$ cat config.mk
export PLATFORM = sky130hd
export DESIGN_NAME = seq_alu
export DESIGN_NICKNAME = d
export VERILOG_FILES = /design/src/rtl/seq_alu.sv
export SDC_FILE = /design/constraint.sdc
export NUM_CORES = 1
export LEC_CHECK = 0
export BUFFER_PORTS_ARGS = -buffer_cell sky130_fd_sc_hd__buf_2
export CAP_MARGIN = 20
export CORE_ASPECT_RATIO = 1.1
export CORE_MARGIN = 3
export CORE_UTILIZATION = 50
export CTS_CLUSTER_DIAMETER = 150
export CTS_CLUSTER_SIZE = 40
export DETAILED_ROUTE_END_ITERATION = 7
export HOLD_SLACK_MARGIN = 0.02
export PLACE_DENSITY = 0.65
export REMOVE_ABC_BUFFERS = 1
export SYNTH_ARGS = -nofsm -noshare
export SYNTH_HDL_FRONTEND = slang
export SYNTH_SLANG_ARGS = --single-unit
$ cat constraint.sdc
create_clock -name clk -period 4.7 [get_ports clk]
set_input_delay 0.94 -clock clk [delete_from_list [all_inputs] [get_ports clk]]
set_output_delay 0.94 -clock clk [all_outputs]
set_load 0.02 [all_outputs]
$ cat src/rtl/seq_alu.sv
// seq_alu: sequential WIDTH-bit ALU with a valid/ready handshake on both sides.
// Single-cycle ops finish one cycle after accept. MUL is a shift-add multiply
// that takes WIDTH cycles, paced by a down-counter.
// The result, the flags and a hex 7-segment view are registered on entry to DONE.
//
// state  | meaning
// -------+-----------------------------------------------------------
// IDLE   | in_ready=1, waiting for an operation
// MUL    | shift-add multiply running, one partial product per cycle
// DONE   | out_valid=1, result held until the consumer takes it
module seq_alu #(
    parameter int WIDTH  = 8,
    parameter int DIGITS = (WIDTH + 3) / 4
) (
    input  logic                  clk,
    input  logic                  rst,
    input  logic                  in_valid,
    output logic                  in_ready,
    input  logic [WIDTH-1:0]      a,
    input  logic [WIDTH-1:0]      b,
    input  logic [3:0]            op,
    output logic                  out_valid,
    input  logic                  out_ready,
    output logic [WIDTH-1:0]      result,
    output logic [4:0]            flags,
    output logic [7*DIGITS-1:0]   seg
);

    localparam int SH_W = $clog2(WIDTH);

    localparam logic [3:0] OP_ADD = 4'd0;
    localparam logic [3:0] OP_SUB = 4'd1;
    localparam logic [3:0] OP_NOT = 4'd2;
    localparam logic [3:0] OP_AND = 4'd3;
    localparam logic [3:0] OP_OR  = 4'd4;
    localparam logic [3:0] OP_XOR = 4'd5;
    localparam logic [3:0] OP_SLT = 4'd6;
    localparam logic [3:0] OP_EQ  = 4'd7;
    localparam logic [3:0] OP_SLL = 4'd8;
    localparam logic [3:0] OP_SRL = 4'd9;
    localparam logic [3:0] OP_SRA = 4'd10;
    localparam logic [3:0] OP_MUL = 4'd11;

    typedef enum logic [1:0] {
        S_IDLE = 2'd0,
        S_MUL  = 2'd1,
        S_DONE = 2'd2
    } state_t;

    state_t state, state_nxt;

    logic                   accept;
    logic [SH_W-1:0]        sh;
    logic [WIDTH:0]         add_full;
    logic [WIDTH:0]         sub_full;
    logic signed [WIDTH-1:0] a_s;

    logic [WIDTH-1:0]       alu_res;
    logic                   alu_c;
    logic                   alu_v;
    logic                   alu_err;

    logic [2*WIDTH-1:0]     mcand;
    logic [WIDTH-1:0]       mplier;
    logic [2*WIDTH-1:0]     acc;
    logic [SH_W-1:0]        mul_cnt;
    logic [2*WIDTH-1:0]     prod_step;
    logic                   mul_last;

    logic                   wr_done;
    logic [WIDTH-1:0]       res_d;
    logic [4:0]             flags_d;
    logic [4*DIGITS-1:0]    res_pad;
    logic [7*DIGITS-1:0]    seg_d;

    // Active-low hex glyphs, bit order {g,f,e,d,c,b,a}.
    function automatic logic [6:0] hex7(input logic [3:0] nib);
        logic [6:0] g;
        case (nib)
            4'h0: g = 7'b1000000;
            4'h1: g = 7'b1111001;
            4'h2: g = 7'b0100100;
            4'h3: g = 7'b0110000;
            4'h4: g = 7'b0011001;
            4'h5: g = 7'b0010010;
            4'h6: g = 7'b0000010;
            4'h7: g = 7'b1111000;
            4'h8: g = 7'b0000000;
            4'h9: g = 7'b0010000;
            4'hA: g = 7'b0001000;
            4'hB: g = 7'b0000011;
            4'hC: g = 7'b1000110;
            4'hD: g = 7'b0100001;
            4'hE: g = 7'b0000110;
            default: g = 7'b0001110;
        endcase
        return g;
    endfunction

    assign accept    = in_valid & in_ready;
    assign sh        = b[SH_W-1:0];
    assign add_full  = {1'b0, a} + {1'b0, b};
    assign sub_full  = {1'b0, a} - {1'b0, b};
    assign a_s       = a;
    assign prod_step = acc + (mplier[0] ? mcand : '0);
    assign mul_last  = (mul_cnt == '0);

    // State register.
    always_ff @(posedge clk) begin
        if (rst) begin
            state <= S_IDLE;
        end else begin
            state <= state_nxt;
        end
    end

    // Next-state logic.
    always_comb begin
        state_nxt = state;
        case (state)
            S_IDLE: begin
                if (accept) begin
                    state_nxt = (op == OP_MUL) ? S_MUL : S_DONE;
                end
            end
            S_MUL: begin
                if (mul_last) begin
                    state_nxt = S_DONE;
                end
            end
            S_DONE: begin
                if (out_ready) begin
                    state_nxt = S_IDLE;
                end
            end
            default: state_nxt = S_IDLE;
        endcase
    end

    // Handshake outputs decoded from the state.
    always_comb begin
        in_ready  = (state == S_IDLE);
        out_valid = (state == S_DONE);
    end

    // Single-cycle operations and their carry/overflow/err contributions.
    always_comb begin
        alu_res = '0;
        alu_c   = 1'b0;
        alu_v   = 1'b0;
        alu_err = 1'b0;
        case (op)
            OP_ADD: begin
                alu_res = add_full[WIDTH-1:0];
                alu_c   = add_full[WIDTH];
                alu_v   = (a[WIDTH-1] == b[WIDTH-1]) && (add_full[WIDTH-1] != a[WIDTH-1]);
            end
            OP_SUB: begin
                alu_res = sub_full[WIDTH-1:0];
                alu_c   = sub_full[WIDTH];
                alu_v   = (a[WIDTH-1] != b[WIDTH-1]) && (sub_full[WIDTH-1] != a[WIDTH-1]);
            end
            OP_NOT: alu_res = ~a;
            OP_AND: alu_res = a & b;
            OP_OR:  alu_res = a | b;
            OP_XOR: alu_res = a ^ b;
            OP_SLT: alu_res = WIDTH'($signed(a) < $signed(b));
            OP_EQ:  alu_res = WIDTH'(a == b);
            OP_SLL: alu_res = a << sh;
            OP_SRL: alu_res = a >> sh;
            OP_SRA: alu_res = a_s >>> sh;
            OP_MUL: alu_res = '0;
            default: alu_err = 1'b1;
        endcase
    end

    // Select what is written on entry to DONE and build its 7-seg image.
    always_comb begin
        wr_done = (accept && (op != OP_MUL)) || ((state == S_MUL) && mul_last);
        if (state == S_MUL) begin
            res_d   = prod_step[WIDTH-1:0];
            flags_d = {1'b0, 1'b0, |prod_step[2*WIDTH-1:WIDTH],
                       prod_step[WIDTH-1], (prod_step[WIDTH-1:0] == '0)};
        end else begin
            res_d   = alu_res;
            flags_d = {alu_err, alu_v, alu_c, alu_res[WIDTH-1], (alu_res == '0)};
        end
        res_pad = (4*DIGITS)'(res_d);
        seg_d   = '1;
        for (int i = 0; i < DIGITS; i++) begin
            seg_d[7*i +: 7] = hex7(res_pad[4*i +: 4]);
        end
    end

    // Output registers plus the multiplier datapath and its iteration counter.
    always_ff @(posedge clk) begin
        if (rst) begin
            result  <= '0;
            flags   <= '0;
            seg     <= '1;
            acc     <= '0;
            mcand   <= '0;
            mplier  <= '0;
            mul_cnt <= '0;
        end else begin
            if (wr_done) begin
                result <= res_d;
                flags  <= flags_d;
                seg    <= seg_d;
            end
            if (accept && (op == OP_MUL)) begin
                acc     <= '0;
                mcand   <= {{WIDTH{1'b0}}, a};
                mplier  <= b;
                mul_cnt <= SH_W'(WIDTH - 1);
            end else if (state == S_MUL) begin
                acc     <= prod_step;
                mcand   <= {mcand[2*WIDTH-2:0], 1'b0};
                mplier  <= {1'b0, mplier[WIDTH-1:1]};
                mul_cnt <= mul_cnt - SH_W'(1);
            end
        end
    end

endmodule

== Yosys cells after proc, flatten, opt, wreduce, memory -nomap -nowiden ==
Memory sizes are Yosys's and may differ from the RTL's. A register that Yosys moved wholly into a read port is not among the register bits.
Cells that the tools add are included.
Widths: inputs -> output; s select.

* Memory bits (read-only): 224
* Word-level logic and storage cells: 79
* Flip-flop bits (word level): 58
* Output and inout port bits: 29
* Memories kept: 2
* Input port bits: 24

* Reduce and logical (&&, ||, !) cells: 16
* Magnitude comparators: 1
* Multiplexer cells: 18
* Add/sub/neg operators: 4
* Bitwise operators: 5
* Shift-type cells: 3
* Eq/ne operators: 22

{| class="wikitable"
|+ Memory list
! memory !! words !! width !! read ports !! clocked after memory_dff !! write ports !! line !! text
|-
| (no name shown) || 16 || 7 || 1 || 1 || 0 || 79 || <nowiki>case (nib)</nowiki>
|-
| (no name shown) || 16 || 7 || 1 || 1 || 0 || 79 ||
|}

{| class="wikitable"
|+ Operator list
! operator !! count
|-
| $pmux 8 s11 || 1
|-
| $mux 8 || 5
|-
| $add 16x16->16 || 1
|-
| $eq 4x3->1 const B || 4
|-
| $eq 4x4->1 const B || 4
|-
| $logic_not 8->1 || 2
|-
| $mux 16 || 1
|-
| $reduce_or 12->1 || 1
|-
| $add 8x8->9 || 1
|-
| $sub 8x8->9 || 1
|-
| $and 8x8->8 || 1
|-
| $eq 4x2->1 const B || 2
|-
| $eq 8x8->1 || 1
|-
| $lt 8x8->1 || 1
|-
| $mux 2 || 4
|-
| $not 8->8 || 1
|-
| $or 8x8->8 || 1
|-
| $reduce_or 8->1 || 1
|-
| $shl 8x3->8 || 1
|-
| $shr 8x3->8 || 1
|-
| $sshr 8x3->8 || 1
|-
| $xor 8x8->8 || 1
|-
| $mux 3 || 2
|-
| $pmux 2 s3 || 1
|-
| 21 further kinds || 29
|}

== Depth between registers and ports, before layout ==
Gate-level depths: netlist of run 1.

* Depth in word-level cells: 5
* Gate-level depth with buffers: 16
* Gate-level depth less buffers: 15

== Least setup slack after synthesis of run 1 ==
Ideal clock, no wire load.

* Path type: in2reg
* Start point: input port b[1]
* End point: register seg[0]
* Stages: 14
* Arrival time: 3.878 ns
* Path buffers: 1
* Setup time: 0.074 ns
* Slack: 0.748 ns
* Required time: 4.626 ns
* Path through: buf_2 > inv_1 > ha_1 > or4b_2 > nor4_1 > o221a_2 > o21ai_0 > o311ai_1 > o21ai_1 > inv_1 > ha_1 > inv_1 > or3_1 > a31oi_1

* Word-level cells in the longest chain between the ends: 3
* Elaborated cells between the ends (all ways): 12
* Those cells by class: 2 x add/sub; 1 x order compare; 1 x eq/ne; 3 x shift; 2 x mux; 3 x bitwise

{| class="wikitable"
|+ Ends and longest elaborated chain
! item !! line !! text
|-
| start: declaration || 20 || <nowiki>input logic [WIDTH-1:0] b,</nowiki>
|-
| $lt 8x8->1 (tied with other cells) || 167 || <nowiki>OP_SLT: alu_res = WIDTH'($signed(a) < $signed(b));</nowiki>
|-
| $pmux 8 s11 * || 152 || <nowiki>case (op)</nowiki>
|-
| $mux 8 * || 180 || <nowiki>if (state == S_MUL) begin</nowiki>
|-
| net res_d[0] || 71 || <nowiki>logic [WIDTH-1:0] res_d;</nowiki>
|-
| end: declaration || 26 || <nowiki>output logic [7*DIGITS-1:0] seg</nowiki>
|}

Mark *: on every way through the listed nets, which the timed path passes. The rest lies on a longest branch.
A chain may end at the register's enable or synchronous reset.

== Worst setup path in the final report of run 1 ==
* Start point: input port a[1]
* End point: register seg[0]

* Word-level cells in the longest chain between the ends: 3
* Elaborated cells between the ends (all ways): 13
* Those cells by class: 2 x add/sub; 1 x order compare; 1 x eq/ne; 3 x shift; 2 x mux; 4 x bitwise

{| class="wikitable"
|+ Ends and longest elaborated chain
! item !! line !! text
|-
| start: declaration || 19 || <nowiki>input logic [WIDTH-1:0] a,</nowiki>
|-
| $lt 8x8->1 (tied with other cells) || 167 ||
|-
| $pmux 8 s11 * || 152 ||
|-
| $mux 8 * || 180 ||
|-
| net res_d[0] || 71 ||
|}

Marked as above.

==> results of run 1 <==
[flip-flops by register name, indices dropped and copies added (netlist names)]
register  count
acc          16
flags         5
mcand        16
mplier        8
mul_cnt       3
result        7
seg          14
state         2
[worst max-delay path, delay by kind of cell]
kind	cells	cell delay, ns
AOI/OAI and AO/OA	5	0.98
adders and majority gates	2	0.58
buffers and inverters	4	0.60
and+or+nand+nor	3	1.25
[kinds of logic after synthesis]
kind of cell / Yosys count / synth area share
and+or+nand+nor: 310 / 0.254
AOI/OAI and AO/OA: 214 / 0.240
buffers and inverters: 93 / 0.0669
DFF: 71 / 0.229
adders and majority gates: 56 / 0.116
muxes: 30 / 0.0679
xor gates and xnor gates: 18 / 0.0254
[layer usage]
layer  global-route usage  wire, um
met1                0.334      7600
met3               0.0557      1300
met2                0.441      8780
met5                    0         0
met4               0.0954       522
[synthesized netlist by cell type (all sizes together), types with 10 or more instances]
master,instances,area share
nand2,100,0.060
dfxtp,71,0.23
a21oi,62,0.050
ha,53,0.11
nor2,51,0.031
inv,36,0.022
buf,29,0.028
clkbuf,28,0.017
nand3,25,0.020
nor3,24,0.019
o21ai,24,0.019
and2,22,0.022
nand2b,18,0.018
a211oi,16,0.019
a31oi,14,0.014
mux2i,14,0.023
nor2b,14,0.014
a311oi,12,0.017
a22oi,11,0.013
xnor2,10,0.014
[power groups by stage]
stage | logic [mW] | clock network (mW) | registers [mW]
6_report | 0.473 | 0.705 | 0.645
5_1_grt | 0.518 | 0.741 | 0.647
4_1_cts | 0.467 | 0.716 | 0.645
3_5_place_dp | 0.464 | 0 | 0.658
3_3_place_gp | 0.460 | 0 | 0.657
2_1_floorplan | 0.273 | 0 | 0.684
[path summary, 6_finish.rpt]
path | start | end | slack, ns | depth (start not counted)
setup / recovery | a[1] | seg[0]$_SDFFE_PP1P_ | 0.62 | 14
hold / removal | result[6]$_SDFFE_PP0P_ | result[6]$_SDFFE_PP0P_ | 0.45 | 2
setup reg to reg | mplier[0]$_SDFFE_PP0P_ | seg[10]$_SDFFE_PP1P_ | 1.04 | 11
hold reg to reg | result[6]$_SDFFE_PP0P_ | result[6]$_SDFFE_PP0P_ | 0.45 | 2
[final cells by class]
| class | instances | area, sq um | share of cell area |
|---|---|---|---|
| clock inverters | 4 | 53.8 | 0.00787 |
| clock buffers | 12 | 256 | 0.0375 |
| flip-flops and latches | 71 | 1420 | 0.208 |
| multi-input cells | 628 | 4380 | 0.641 |
| repair buffers | 70 | 395 | 0.0578 |
| well taps | 154 | 193 | 0.0282 |
| inverters | 36 | 135 | 0.0198 |
[through the flow]
stage	utilization	std cells	area, sq um
after CTS	0.566	975	6840
final	0.566	975	6840
after global routing	0.566	975	6840
after detailed placement	0.540	959	6530
after global placement	0.540	959	6530
after floorplan	-	735	5930
==> metrics.md, run 1 <==
| Metric | Value |
|---|---|
| Syn Area/Cell | `roughly 7.8 sq um` |
| Ratio of cells with drive above 1 in the final layout | `0.146` |
| Core box area | `12100 sq um` |
| Post-CTS Repair Setup Buffers | `0` |
| Worst skew pair latency | `approximately 0.34 ns` |
| H-tree Lvls | `3` |
| Max IR drop VDD | `0.000364 V` |
| Critical Path AT | `between 4 and 5 ns` |
| Number of top-level pins | `53` |
| Post-DP HPWL | `13500 um` |
| Die ar. | `between 10000 and 15000 sq um` |
| Pwr Total | `1.82 mW` |
| Cts bufs inserted | `9` |
| Clock power share | `0.387` |
| Most common cell after layout, fill and taps aside | `nand2_1` |
| Final Cycle Share | `0.868` |
| DRT Pass-1 Iters | `5` |
| Clock transition at path regs | `approximately 0.060 ns` |
| Worst-margin pin slew | `1.01 ns` |
| Initial antenna violation count | `0` |
| Worst setup margin | `0.622 ns` |
| Share of synthesized registers carrying an async set or reset | `0` |
| Vias per cell | `between 6 and 7` |
| FF+latch count, synth | `71` |
| Max_cap viols | `0` |
| Prevailing post-synth register cell | `dfxtp_1` |
| DR DRC count | `0` |
| Cells along the critical path | `buf_2 > inv_1 > ha_1 > or4b_2 > nor4_1 > o221a_2 > o21ai_0 > o311ai_1 > o21ai_1 > inv_1 > ha_1 > inv_1 > or3_1 > a31oi_1` |
| ANT cells | `0` |
| Final min period | `4.08 ns` |
| Fin nets | `approximately 900` |
| Number of synthesized flops with an enable pin | `0` |
| Routed Antenna Nets | `0` |
| Root Buffer | `clkbuf_16` |
| Min-delay worst type | `register to register` |
| Status | `finished, final reports clean` |
| Die width | `~110 um` |
| Switching Share | `0.316` |
| Largest net degree at the start of global routing | `50` |
| Die Y-Extent | `123 um` |
| Placer Congestion | `0.920` |
| # resized after CTS | `0` |
| Area delta synth->final | `10.1%` |
| Crit-path slowest cell | `or4b_2` |
| Port bufs | `52` |
| Cell variety after synth | `78` |
| Synth Instances | `792` |
| Leakage | `between 2 and 3 nW` |
| Vias in the first global route | `5613` |
| Most frequent cells in the layout | `nand2_1, dfxtp_1, a21oi_1, ha_1, buf_2` |
| Rel. slew slack | `0.328` |
| Power density cells | `266 nW/um^2` |
| GRT Total Usage | `0.263` |
| Starting DRT DRC Count | `515` |
| Critical path class | `primary input to register` |
| Post-CTS Hold Fix Bufs | `0` |
| Crit path top cell by count | `inv_1` |
| RSZ-0062 raised after global routing | `false` |
| First-pass GRT wire length | `29100 um` |
| Routed WL | `approximately 18000 um` |
| Pint | `1.25 mW` |
| Endpoints failing setup | `0` |
| Via count | `6114` |
| Seq pwr share | `0.354` |
| Fmax | `245 MHz` |
| Grt ovf | `0` |
| Cell Rows | `42` |
| Netlist Area Pre-Place | `6210 sq um` |
| Seq/Total Area, Yosys | `0.229` |
| Fin. max-slew vios | `0` |
| Place WS | `0.316 ns` |
| Setup clock skew after layout | `0.00750 ns` |
| WP data required | `around 5 ns` |
| CTS tree | `done` |
| Crit Path Max Fanout | `10` |
| Switch Pwr | `577 uW` |
| Worst setup EP type | `register` |
| Element type at the critical path start | `primary input` |
| Clk buf depth | `2` |
| Worst hold slack | `0.449 ns` |
| Comb pwr share | `0.259` |
| TNS Setup | `0 ns` |
| Initial Util | `0.514` |
| Final Hold Fails | `0` |
| WL/cell | `18.7 um` |
| # fillers | `1144` |
| Worst path max stage delay | `0.67 ns` |
| Yosys warning count | `0` |
| Clk sinks | `71` |
Power figures use the tool's default switching activity.
==> run 2, diff against run 1 <==
--- a/config.mk
+++ b/config.mk
@@ -8,5 +8,5 @@
 export BUFFER_PORTS_ARGS = -buffer_cell sky130_fd_sc_hd__buf_2
 export CAP_MARGIN = 20
-export CORE_ASPECT_RATIO = 1.1
+export CORE_ASPECT_RATIO = 0.7
 export CORE_MARGIN = 3
 export CORE_UTILIZATION = 50
==> constraint.sdc (replaced) <==
create_clock -name clk -period 4.7 [get_ports clk]
set_input_delay 0.235 -clock clk [delete_from_list [all_inputs] [get_ports clk]]
set_output_delay 0.235 -clock clk [all_outputs]
set_load 0.02 [all_outputs]
==> run 2 against run 1 <==
Compared with the run above: count of clock-buffer cells in the layout fell by 3; sequential share of layout area rose by 0.096 points; sequential power barely moved; critical path depth did not move; power rose by 5.7%; maximum frequency rose by 13%; clock power rose by 15%; worst hold slack got worse by 0.27 ns; worst setup slack improved by 0.47 ns; combinational power fell by 1%; first-iteration DRC count rose by 1.2%; wire length fell by 2.5%; critical endpoint unchanged.
==> metrics.md, run 2 (same netlist as run 1, synthesis figures left out) <==
| Metric | Value |
|---|---|
| RSZ-0062 raised after global routing | `false` |
| TNS Setup | `0 ns (unchanged)` |
| Endpoints failing setup | `0 (unchanged)` |
| Final Hold Fails | `0 (unchanged)` |
| Crit path top cell by count | `inv_1` |
| Area delta synth->final | `9.63%` |
| WL/cell | `18.3 um (-1.8%)` |
| Initial antenna violation count | `0 (unchanged)` |
| Area of the multi-input gates | `4380 sq um (unchanged)` |
| Min-delay worst type | `primary input to register` |
| Vias in the first global route | `5718 (+1.9%)` |
| H-tree Lvls | `3 (unchanged)` |
| Status | `finished, final reports clean` |
| Most frequent cells in the layout | `nand2_1, dfxtp_1, a21oi_1, ha_1, buf_2` |
| # resized after CTS | `0 (unchanged)` |
| WP data required | `4.97 ns (about the same)` |
| Worst setup margin | `1.09 ns (+0.472 ns)` |
| Number of top-level pins | `53 (unchanged)` |
| Post-DP HPWL | `13200 um (-2.2%)` |
| Cts bufs inserted | `9 (unchanged)` |
| Leakage | `2.76 nW (-0.78%)` |
| DRT Pass-1 Iters | `6 (+1)` |
| Core box area | `11900 sq um (-1.3%)` |
| Vias per cell | `6.18 (-1.4%)` |
| Worst-margin pin slew | `1.00 ns (-0.00745 ns)` |
| Most common cell after layout, fill and taps aside | `nand2_1` |
| Final min period | `3.61 ns (-0.472 ns)` |
| Die Y-Extent | `99.2 um (-19%)` |
| Fin. max-slew vios | `0 (unchanged)` |
| GRT Total Usage | `0.263 (about the same)` |
| DR DRC count | `0 (unchanged)` |
| Place WS | `0.770 ns (+0.455 ns)` |
| Post-CTS Hold Fix Bufs | `0 (unchanged)` |
| Crit-path slowest cell | `or4b_2` |
| Grt ovf | `0 (unchanged)` |
| ANT cells | `0 (unchanged)` |
| Power density cells | `283 nW/um^2 (+6.1%)` |
| Clk sinks | `71 (unchanged)` |
| Root Buffer | `clkbuf_16` |
| Routed WL | `17700 um (-2.5%)` |
| Critical Path AT | `3.87 ns (-0.48 ns)` |
| Worst skew pair latency | `0.34 ns (about the same)` |
| Rel. slew slack | `0.333 (+0.00497)` |
| Final Cycle Share | `0.767 (-0.100)` |
| Worst setup EP type | `register` |
| Port bufs | `52 (unchanged)` |
| Die width | `139 um (+24%)` |
| Placer Congestion | `0.950 (+3.3%)` |
| Fmax | `277 MHz (+13%)` |
| Largest net degree at the start of global routing | `51 (+2.0%)` |
| Max IR drop VDD | `0.000188 V (-48%)` |
| Post-CTS Repair Setup Buffers | `0 (unchanged)` |
| Clk buf depth | `2 (unchanged)` |
| Element type at the critical path start | `primary input` |
| Clock transition at path regs | `0.06 ns (about the same)` |
| First-pass GRT wire length | `29800 um (+2.3%)` |
| CTS tree | `done` |
| Ratio of cells with drive above 1 in the final layout | `0.137 (-0.00930)` |
| Placed Cells | `951 (-0.83%)` |
| Top flop regs | `acc x16, mcand x16, seg x14` |
| FF+latch area | `1420 sq um (unchanged)` |
| Max_cap viols | `0 (unchanged)` |
| Cell Rows | `33 (-21%)` |
| Routed Antenna Nets | `0 (unchanged)` |
| Fin nets | `886 (-1.1%)` |
| Die ar. | `13800 sq um (+0.14%)` |
| Initial Util | `0.520 (+0.00662)` |
| Worst path max stage delay | `0.67 ns (about the same)` |
| Via count | `5986 (-2.1%)` |
| Starting DRT DRC Count | `521 (+1.2%)` |
| Cells along the critical path | `buf_2 > inv_1 > ha_1 > or4b_2 > nor4_1 > o221a_2 > o21ai_0 > o311ai_1 > o21ai_1 > inv_1 > ha_1 > inv_1 > or3_1 > a31oi_1` |
| Non-Filler Instances | `968 (-0.72%)` |
| Setup clock skew after layout | `0.00510 ns (-0.00240 ns)` |
| Pwr Total | `1.93 mW (+5.7%)` |
| Critical path class | `primary input to register` |
| # fillers | `1103 (-3.6%)` |
| Crit Path Max Fanout | `20 (+10)` |
run 2: per-stage QoR:
stage / utilization / instance area (sq um) / hold WS, ns
after floorplan: - / 5930 / 0.304
after global placement: 0.540 / 6450 / 0.434
after detailed placement: 0.540 / 6450 / 0.451
after CTS: 0.570 / 6800 / 0.178
after global routing: 0.570 / 6810 / 0.193
final: 0.570 / 6810 / 0.182
run 2: final timing paths:
path | to | slack, ns | depth (start not counted) | from
worst min-delay path | state[0]$_SDFFE_PP0P_ | 0.18 | 3 | out_ready
worst max register to register | seg[11]$_SDFFE_PP1P_ | 1.14 | 10 | mplier[0]$_SDFFE_PP0P_
worst max-delay path | seg[0]$_SDFFE_PP1P_ | 1.09 | 14 | b[1]
worst min register to register | result[3]$_SDFFE_PP0P_ | 0.45 | 2 | result[3]$_SDFFE_PP0P_
run 2: critical path, delay by kind of cell:
family | cells | cell delay, ns
AO/OA/AOI/OAI | 5 | 0.92
AND/OR/NAND/NOR | 3 | 1.21
adder cells (fa/ha/maj) | 2 | 0.59
buffers and inverters | 4 | 0.90
run 2: where the power goes:
| part | internal, mW | switching, mW |
|---|---|---|
| combinational | 0.170 | 0.298 |
| sequential | 0.629 | 0.0154 |
| clock | 0.527 | 0.286 |
| total | 1.33 | 0.600 |
run 2: per-layer routing:
metal	vias to the layer above	part of all wire	track usage
met5	-	0	0
met4	0	0.012	0.0489
met3	24	0.087	0.0730
met2	238	0.41	0.381
met1	2799	0.49	0.393
li1	2925	-	-
run 2: layout make-up:
class	instances	area share
Tap cell	157	0.0289
Multi-Input combinational cell	628	0.644
Inverter	36	0.0199
Timing Repair Buffer	60	0.0467
Clock buffer	9	0.0331
Clock inverter	7	0.0187
Sequential cell	71	0.209
==> run 3, diff against run 2 <==
- clock period: 4.7 -> 3.8 ns (I/O delays scaled with it)
==> run 3 against run 2 <==
Compared with the run above: non-clock buffer count increased by 13; clock power increased by 9.0%; die area unchanged; combinational power increased by 28%; clock skew increased by 0.0032 ns; largest power group unchanged.
==> metrics.md, run 3 (same netlist as run 1, synthesis figures left out) <==
| Metric | Value |
|---|---|
| Routed Antenna Nets | `0 (unchanged)` |
| Element type at the critical path start | `register` |
| DRT Pass-1 Iters | `5 (-1)` |
| Reg2Reg Setup Slack | `0.26 ns (-0.88 ns)` |
| Max IR drop VDD | `0.000222 V (+18%)` |
| Clk buf depth | `2 (unchanged)` |
| FF-to-FF End | `seg[10]$_SDFFE_PP1P_` |
| WP data required | `4.01 ns (-0.96 ns)` |
| Post-CTS Repair Setup Buffers | `0 (unchanged)` |
| Worst setup EP type | `register` |
| Die ar. | `13800 sq um (unchanged)` |
| Pwr Total | `2.28 mW (+18%)` |
| Root Buffer | `clkbuf_16` |
| Largest net degree at the start of global routing | `51 (unchanged)` |
| Vias per cell | `6.24 (+0.91%)` |
| Worst R2R Start | `mplier[0]$_SDFFE_PP0P_` |
| Rel. slew slack | `0.327 (-0.00613)` |
| Routed WL | `18300 um (+3.0%)` |
| Hold endpoint | `state[1]$_SDFFE_PP0P_` |
| Initial antenna violation count | `0 (unchanged)` |
| Cell Rows | `33 (unchanged)` |
| Most common cell after layout, fill and taps aside | `nand2_1` |
| Endpoints failing setup | `0 (unchanged)` |
| Ratio of cells with drive above 1 in the final layout | `0.150 (+0.0136)` |
| WHS Path Cells | `4 (+1)` |
| Most frequent cells in the layout | `nand2_1, dfxtp_1, a21oi_1, ha_1, buf_2` |
| Worst skew pair latency | `0.34 ns (about the same)` |
| # resized after CTS | `0 (unchanged)` |
| Placer Congestion | `1.01 (+6.1%)` |
| DR DRC count | `0 (unchanged)` |
| Via count | `6128 (+2.4%)` |
| Status | `finished, final reports clean` |
| Post-CTS Hold Fix Bufs | `0 (unchanged)` |
| Core box area | `11900 sq um (unchanged)` |
| Initial Util | `0.520 (unchanged)` |
| Hold Crit Start | `out_ready` |
| Clock transition at path regs | `0.06 ns (about the same)` |
| Area delta synth->final | `10.7%` |
| Final min period | `3.54 ns` |
| Die Y-Extent | `99.2 um (unchanged)` |
| Critical Path AT | `3.75 ns (-0.12 ns)` |
| Min-delay worst type | `primary input to register` |
| RSZ-0062 raised after global routing | `false` |
| Final Cycle Share | `0.931` |
| H-tree Lvls | `3 (unchanged)` |
| CTS tree | `done` |
| GRT Total Usage | `0.265 (+0.00223)` |
| Post-DP HPWL | `13800 um (+5.1%)` |
| Max_cap viols | `0 (unchanged)` |
| Final Hold Fails | `0 (unchanged)` |
| Final instance area | `6870 sq um (+0.97%)` |
| Die width | `139 um (unchanged)` |
| Number of top-level pins | `53 (unchanged)` |
| Final Util | `0.576 (+0.00556)` |
| Power density cells | `332 nW/um^2 (+17%)` |
| Cts bufs inserted | `9 (unchanged)` |
| Leakage | `2.80 nW (+1.6%)` |
| Critical path class | `register to register` |
| Worst-margin pin slew | `1.01 ns (+0.00920 ns)` |
| Top flop regs | `acc x16, mcand x16, seg x14` |
| Fmax | `283 MHz` |
| Grt ovf | `0 (unchanged)` |
| Fin nets | `899 (+1.5%)` |
| Clk sinks | `71 (unchanged)` |
| Fin. max-slew vios | `0 (unchanged)` |
| Crit Path Max Fanout | `12 (-40%)` |
| Setup clock skew after layout | `0.00834 ns (+0.00324 ns)` |
| Vias in the first global route | `5702 (-0.28%)` |
| WL/cell | `18.6 um (+1.6%)` |
| First-pass GRT wire length | `29800 um (about the same)` |
| Starting DRT DRC Count | `593 (+14%)` |
| DP Area | `6550 sq um (+1.6%)` |
| Port bufs | `52 (unchanged)` |
| Reg2Reg Depth | `11 (+1)` |
| # fillers | `1116 (+1.2%)` |
==> run 3: changes by cell type in the layout (fill, tap and decap cells not counted), sizes merged <==
cell      previous run  this run
buf                 59        73
bufinv               3         1
clkbuf              10        11
clkinvlp             0         1
diode                0         1
inv                 39        38
==> run 3: report_power, final <==
group	leakage, nW	switching, mW	internal, mW
logic	2.07	0.377	0.221
clock network	0.153	0.336	0.550
registers	0.578	0.0190	0.778
total	2.80	0.732	1.55
==> run 3: layout make-up <==
cell class | instances | area (sq um) | area share
Tap cell | 157 | 196 | 0.0286
Sequential cell | 71 | 1420 | 0.207
Clock inverter | 5 | 63.8 | 0.00928
Multi-Input combinational cell | 628 | 4380 | 0.638
Antenna cell | 1 | 2.50 | 0.000364
Timing Repair Buffer | 73 | 418 | 0.0608
Inverter | 36 | 135 | 0.0197
Clock buffer | 11 | 253 | 0.0368
==> run 3: metrics by stage <==
stage	setup slack [ns]	instances	hold slack, ns	setup TNS [ns]
floorplan	-0.120	735	0.259	-0.120
detailed placement	0.162	965	0.443	0
global route	0.0194	981	0.155	0
global placement	0.299	965	0.438	0
CTS	0.258	981	0.124	0
finish	0.261	982	0.136	0
==> run 3: metal layers <==
layer	GRT usage	wire, um	share of wire
met1	0.398	8890	0.49
met2	0.378	7430	0.41
met3	0.0750	1790	0.098
met4	0.0556	179	0.0098
met5	0	0	0
==> run 3: worst max path at each step <==
stage | from | end | slack (ns) | cells after the start
after floorplan | state[0]$_SDFFE_PP0P_ | flags[2]$_SDFFE_PP0P_ | -0.12 | 6
after global placement | a[1] | seg[0]$_SDFFE_PP1P_ | 0.30 | 14
after detailed placement | a[1] | seg[0]$_SDFFE_PP1P_ | 0.16 | 14
after CTS | mplier[0]$_SDFFE_PP0P_ | seg[10]$_SDFFE_PP1P_ | 0.26 | 11
after global routing | mplier[0]$_SDFFE_PP0P_ | seg[10]$_SDFFE_PP1P_ | 0.02 | 11
final | mplier[0]$_SDFFE_PP0P_ | seg[10]$_SDFFE_PP1P_ | 0.26 | 11
==> run 3: worst max-delay path, stage by stage (launching register included) <==
cell and delay (ns):
dfxtp_1 0.41, and2_1 0.20, ha_1 0.20, fa_1 0.42
a211oi_1 0.34, nor2_1 0.12, o311a_1 0.32, o21ai_0 0.35
o31a_1 0.49, a211oi_1 0.11, a311oi_1 0.33, a21oi_1 0.12
